[src/rtl/flash_boot_loader.sv]
// Boot sequencer: reads LOAD_LEN bytes from SPI flash (READ 0x03) into SRAM, holding the CPU in reset until done.
// Latency: 64*CLK_DIV+1 cycles of command overhead, then 16*CLK_DIV+1 cycles per byte with iWrAck tied high.
// Backpressure: oWrEn holds until iWrAck; SCK parks low meanwhile, so the continuous flash read just stretches.
// Ports: iClk / iRstN (synchronous, active-low);
//        oSpiCsN, oSpiSck, oSpiMosi, iSpiMiso - SPI mode 0 master towards the config flash;
//        oWrAddr, oWrData, oWrEn, iWrAck     - SRAM write request to the arbiter;
//        oCpuRst (high until the image is in SRAM), oDone (sticky until reset).
module flash_boot_loader #(
    parameter logic [23:0] FLASH_OFFSET = 24'h100000,
    parameter logic [19:0] LOAD_BASE    = 20'hFE000,
    parameter int unsigned LOAD_LEN     = 8192,
    parameter int unsigned CLK_DIV      = 2
) (
    input  logic        iClk,
    input  logic        iRstN,
    output logic        oSpiCsN,
    output logic        oSpiSck,
    output logic        oSpiMosi,
    input  logic        iSpiMiso,
    output logic [19:0] oWrAddr,
    output logic [7:0]  oWrData,
    output logic        oWrEn,
    input  logic        iWrAck,
    output logic        oCpuRst,
    output logic        oDone
);

    localparam int unsigned      DIV_W    = (CLK_DIV > 1) ? $clog2(CLK_DIV) : 1;
    localparam logic [DIV_W-1:0] DIV_LAST = DIV_W'(CLK_DIV - 1);
    localparam logic [20:0]      LEN      = 21'(LOAD_LEN);
    localparam logic [31:0]      CMD_WORD = {8'h03, FLASH_OFFSET};

    typedef enum logic [2:0] {
        S_IDLE,
        S_CMD,
        S_READ,
        S_WRITE,
        S_DONE
    } state_t;

    state_t           state_q,   state_d;
    logic             cs_n_q,    cs_n_d;
    logic             sck_q,     sck_d;
    logic             mosi_q,    mosi_d;
    logic [19:0]      wr_addr_q, wr_addr_d;
    logic [7:0]       wr_data_q, wr_data_d;
    logic             wr_en_q,   wr_en_d;
    logic             cpu_rst_q, cpu_rst_d;
    logic             done_q,    done_d;
    logic [20:0]      cnt_q,     cnt_d;
    logic [DIV_W-1:0] div_q,     div_d;
    logic [5:0]       bit_q,     bit_d;
    logic [31:0]      cmd_sr_q,  cmd_sr_d;
    logic [7:0]       rx_q,      rx_d;

    // One SCK half-period has elapsed; SCK toggles on this cycle.
    logic tick;
    assign tick = (div_q == DIV_LAST);

    always_comb begin
        state_d   = state_q;
        cs_n_d    = cs_n_q;
        sck_d     = sck_q;
        mosi_d    = mosi_q;
        wr_addr_d = wr_addr_q;
        wr_data_d = wr_data_q;
        wr_en_d   = wr_en_q;
        cpu_rst_d = cpu_rst_q;
        done_d    = done_q;
        cnt_d     = cnt_q;
        div_d     = div_q;
        bit_d     = bit_q;
        cmd_sr_d  = cmd_sr_q;
        rx_d      = rx_q;

        case (state_q)
            S_IDLE: begin
                // CS falls together with the first command bit on MOSI.
                state_d  = S_CMD;
                cs_n_d   = 1'b0;
                sck_d    = 1'b0;
                cmd_sr_d = CMD_WORD;
                mosi_d   = CMD_WORD[31];
                div_d    = '0;
                bit_d    = '0;
            end

            S_CMD: begin
                if (tick) begin
                    div_d = '0;
                    sck_d = ~sck_q;
                    if (sck_q) begin
                        // Falling edge: the flash has sampled the current bit.
                        if (bit_q == 6'd31) begin
                            state_d = S_READ;
                            bit_d   = '0;
                            mosi_d  = 1'b0;
                        end else begin
                            bit_d    = bit_q + 6'd1;
                            mosi_d   = cmd_sr_q[30];
                            cmd_sr_d = {cmd_sr_q[30:0], 1'b0};
                        end
                    end
                end else begin
                    div_d = div_q + DIV_W'(1);
                end
            end

            S_READ: begin
                if (tick) begin
                    div_d = '0;
                    sck_d = ~sck_q;
                    if (!sck_q) begin
                        // Rising edge: MISO has been stable since the previous fall.
                        rx_d = {rx_q[6:0], iSpiMiso};
                    end else if (bit_q == 6'd7) begin
                        // 8th falling edge: SCK is now low and stays parked there in WRITE.
                        state_d   = S_WRITE;
                        bit_d     = '0;
                        wr_data_d = rx_q;
                        wr_en_d   = 1'b1;
                    end else begin
                        bit_d = bit_q + 6'd1;
                    end
                end else begin
                    div_d = div_q + DIV_W'(1);
                end
            end

            S_WRITE: begin
                if (wr_en_q && iWrAck) begin
                    wr_en_d   = 1'b0;
                    wr_addr_d = wr_addr_q + 20'd1;
                    cnt_d     = cnt_q + 21'd1;
                    div_d     = '0;
                    if (cnt_q + 21'd1 == LEN) begin
                        state_d   = S_DONE;
                        cs_n_d    = 1'b1;
                        cpu_rst_d = 1'b0;
                        done_d    = 1'b1;
                    end else begin
                        state_d = S_READ;
                    end
                end
            end

            S_DONE: begin
                // Parked until reset; outputs already hold their final values.
            end

            default: begin
                state_d = S_IDLE;
            end
        endcase
    end

    always_ff @(posedge iClk) begin
        if (!iRstN) begin
            state_q   <= S_IDLE;
            cs_n_q    <= 1'b1;
            sck_q     <= 1'b0;
            mosi_q    <= 1'b0;
            wr_addr_q <= LOAD_BASE;
            wr_data_q <= 8'h00;
            wr_en_q   <= 1'b0;
            cpu_rst_q <= 1'b1;
            done_q    <= 1'b0;
            cnt_q     <= '0;
            div_q     <= '0;
            bit_q     <= '0;
            cmd_sr_q  <= '0;
            rx_q      <= '0;
        end else begin
            state_q   <= state_d;
            cs_n_q    <= cs_n_d;
            sck_q     <= sck_d;
            mosi_q    <= mosi_d;
            wr_addr_q <= wr_addr_d;
            wr_data_q <= wr_data_d;
            wr_en_q   <= wr_en_d;
            cpu_rst_q <= cpu_rst_d;
            done_q    <= done_d;
            cnt_q     <= cnt_d;
            div_q     <= div_d;
            bit_q     <= bit_d;
            cmd_sr_q  <= cmd_sr_d;
            rx_q      <= rx_d;
        end
    end

    assign oSpiCsN  = cs_n_q;
    assign oSpiSck  = sck_q;
    assign oSpiMosi = mosi_q;
    assign oWrAddr  = wr_addr_q;
    assign oWrData  = wr_data_q;
    assign oWrEn    = wr_en_q;
    assign oCpuRst  = cpu_rst_q;
    assign oDone    = done_q;

endmodule

[config.mk]
export PLATFORM = sky130hd
export DESIGN_NAME = flash_boot_loader
export DESIGN_NICKNAME = d
export VERILOG_FILES = /design/src/rtl/flash_boot_loader.sv
export SDC_FILE = /design/constraint.sdc
export NUM_CORES = 1
export LEC_CHECK = 0
export BUFFER_PORTS_ARGS = -buffer_cell sky130_fd_sc_hd__buf_4
export CORE_MARGIN = 10
export CORE_UTILIZATION = 53
export DETAILED_ROUTE_END_ITERATION = 10
export PLACE_DENSITY_LB_ADDON = 0.25
export RECOVER_POWER = 25
export SLEW_MARGIN = 20
export SYNTH_ARGS = -nofsm -noshare
export SYNTH_HDL_FRONTEND = slang
export SYNTH_SLANG_ARGS = --single-unit
[constraint.sdc]
create_clock -name iClk -period 1.9 [get_ports iClk]
set_input_delay 0.095 -clock iClk [delete_from_list [all_inputs] [get_ports iClk]]
set_output_delay 0.095 -clock iClk [all_outputs]
set_load 0.02 [all_outputs]
==> summary.txt <==
CTS
  • CTS Buffer Depth: 2
  • Clk root buf: clkbuf_8
  • H-tree depth: 3
  • Sink Count: 84
  • TritonCTS Buffers: 9
  • CTS tree: done
  • Reg clk slew, reported paths: around 0.090 ns
  • Worst-Skew Late Latency: 0.36 ns

Timing
  • Slew HR: between 50% and 60%
  • Max Fclk: 502.9 MHz
  • Fin crit period: 1.989 ns
  • Hold Vio Cnt, Final: 0
  • Final WS setup: -0.08865 ns
  • Max-slew violations: 0
  • Final hold slack: about 0.13 ns
  • Clk_skew: about 0.0085 ns
  • Setup-failing EPs final: 5
  • Period utilisation layout: 104.7%
  • Worst-margin pin slew: between 0.6 and 0.7 ns
  • Unrepaired setup endpoints after global routing: yes

Logic synthesis
  • Top cell type's share of synthesized area: around two fifths
  • Mapped cell area: a little over 0.004 mm^2
  • Ys flop type: dfxtp_1
  • Syn nets: about 490
  • Cell count after synthesis: 479
  • Yosys warns: 0
  • Synthesized area per cell: 8.427 um^2
  • Synth area leaders: dfxtp_1 (42%), nor2_1 (6.1%), mux2i_1 (5.0%)
  • Post-synth ARST share: 0%
  • Number of synthesized flops with an enable pin: 0
  • Sequential-to-total area share from yosys stat: approximately two fifths
  • Leading area contributor after synthesis: dfxtp_1
  • Synth unique cells: 55
  • Yosys reg bits: 84

GRT
  • All-Layer GR Usage: 17.24%
  • Initial antenna violation count: 0
  • Vias in the first global route: about 3.6k
  • Gr ovfl total: 0
  • Global-route wire length before repair: around 17 mm
  • Largest net degree at the start of global routing: 70

Routing
  • Starting DRT DRC Count: between 200 and 250
  • Residual DRC count: 0
  • Routed wire per std cell: roughly 15 um
  • Final WL: just under 10 mm
  • Antenna viol nets, final: 0
  • First-pass DRT Iterations: 4
  • DR vias/cell: about 5.6
  • Vias: around 3.7k

Floorplan
  • Initial Util: 55.06%
  • Total die area: 0.01151 mm^2
  • Die Height: approximately 110 um
  • Io pins: 38
  • Rows: 31
  • Chip width: about 110 um
  • Core area: ~0.0073 mm^2

Critical path
  • Data required, critical path: ~2.2 ns
  • Critical path's largest stage delay: around 0.53 ns
  • CP bufs+invs: 1
  • CP delay by family, top: simple AND/OR/NAND/NOR gates
  • CP Capture Type: flip-flop
  • Max Fanout on Critical Path: 6
  • Crit path kind: reg2reg
  • WP data arrival: 2.25 ns
  • Slowest cell on crit path: or4_4
  • Internal reg-to-reg setup slack: -0.09 ns
  • CP startpoint kind: flip-flop
  • Worst-path cell chain: buf_12, nand4_1, or4_4, nor3_4, or3_1, nor2_1, a31o_1

Layout
  • Core Util, Final: between 60% and 70%
  • Layout cell share with drive strength beyond 1: roughly a fifth
  • Fin area: ~0.0050 mm^2
  • Synthesis-to-finish area growth: 23.50%
  • Commonest non-fill, non-tap cells in the layout: dfxtp_1 (79), nor2_1 (65), buf_4 (63), nand2_1 (44), nand3_1 (28)
  • Layout filler cell count: 600
  • ANT cells: 0
  • Commonest non-fill, non-tap cell in the layout: dfxtp_1
  • Fin cells: 658
  • Final Net Count: approximately 560
  • Multi-input logic area: around 0.0023 mm^2
  • Reg area: ~0.0017 mm^2

Power
  • Peak supply drop: 0.7439 mV
  • Leakage: between 1.5 and 2 nW
  • Pwr Density: 652.9 mW/mm^2

Outcome
  • Failing checks: negative setup slack
  • Status: finished with violations

Placed design
  • Routability congestion estimate: ~0.86
  • Port bufs: 37
  • DP HPWL: 6.693 mm
  • Placed Area: between 0.004 and 0.005 mm^2
  • Total placed cells including tap cells: 637

Hold path
  • Hold WC Path Type: in2reg

Flow run
  • Number of max-cap violations: 0
## worst paths after layout
path | to | from | cells past startpoint
worst max-delay path | oSpiCsN | cnt_q[1] | 7
worst min-delay path | oWrAddr[13] | iRstN | 3
worst max register to register | oSpiCsN | cnt_q[1] | 7
worst min register to register | cmd_sr_q[28] | cmd_sr_q[28] | 2
## layout make-up
| cell class | instances | share of cell area [%] |
|---|---|---|
| Clock inverter | 7 | 1.682 |
| Tap cell | 99 | 2.485 |
| Multi-Input combinational cell | 357 | 46.21 |
| Timing Repair Buffer | 93 | 12.50 |
| Inverter | 9 | 0.6777 |
| Clock buffer | 9 | 2.485 |
| Sequential cell | 84 | 33.96 |
## cells in the mapped netlist, types with 2 or more instances
master / n
dfxtp_1: 84
nor2_1: 66
nand2_1: 44
nand3_1: 28
a21oi_1: 25
xnor2_1: 22
mux2i_1: 20
nand4_1: 18
clkbuf_1: 17
xor2_1: 16
nor3_1: 15
o21ai_0: 13
and2_1: 11
and3_1: 9
or3_1: 9
buf_2: 8
inv_1: 8
a31oi_1: 7
a211oi_1: 5
and4_1: 5
ha_1: 4
nor4_1: 4
buf_1: 3
a211o_1: 2
maj3_1: 2
nand3b_1: 2
nor2b_1: 2
nor4_2: 2
or4_1: 2
## what timing repair did
item,CTS,global route
buffers inserted,0,4
hold buffers,1,0
pin swaps,2,7
resized for setup,12,16
endpoints found under the hold margin,1,0
setup endpoints to repair,5,19
## registers in the layout, indices dropped and copies added (netlist names)
name / count
cnt_q: 21
rx_q: 8
oCpuRst: 1
state_q: 3
oDone: 1
oSpiCsN: 1
oSpiMosi: 1
oWrEn: 1
cmd_sr_q: 11
oWrAddr: 20
bit_q: 6
oSpiSck: 1
div_q: 1
oWrData: 8
## kinds of logic (layout without fill, tap and decap cells)
kind of cell               count (synthesis)  count (layout)  share of synthesized area (%)
xor gates and xnor gates                  38              38                          8.245
muxes                                     20              20                          4.960
adders and majority gates                  6               6                          1.736
and+or+nand+nor                          225             225                          28.49
AOI/OAI and AO/OA                         68              68                          11.10
DFF                                       84              84                          41.66
buffers and inverters                     38             118                          3.813
## power by group
group	total (mW)	internal [mW]	switching, mW
combinational	0.132	0.0462	0.0858
sequential	1.78	1.77	0.00891
clock	1.34	0.628	0.714
total	3.25	2.45	0.809
## worst min-delay path: stages
cell and delay, ns:
buf_4 0.12, buf_4 0.19, nand2_1 0.07
## metal layers
metal  up-vias  GRT usage, %  part of all wire, %
met4         0         4.739                  1.3
met3        11         4.910                  6.3
met5         -             0                    0
met2        95         28.49                   49
li1       1834             -                    -
met1      1748         21.37                   44
## through the flow
stage	power [mW]	setup TNS (ns)	setup WS [ns]
CTS	3.273	-0.08945	-0.04855
detailed placement	1.955	-0.3314	-0.1210
floorplan	1.913	-0.003951	-0.003951
global placement	1.953	-0.05373	-0.04982
finish	3.255	-0.2124	-0.08865
global route	3.356	-1.218	-0.1913
(Power assumes the default switching activity.)
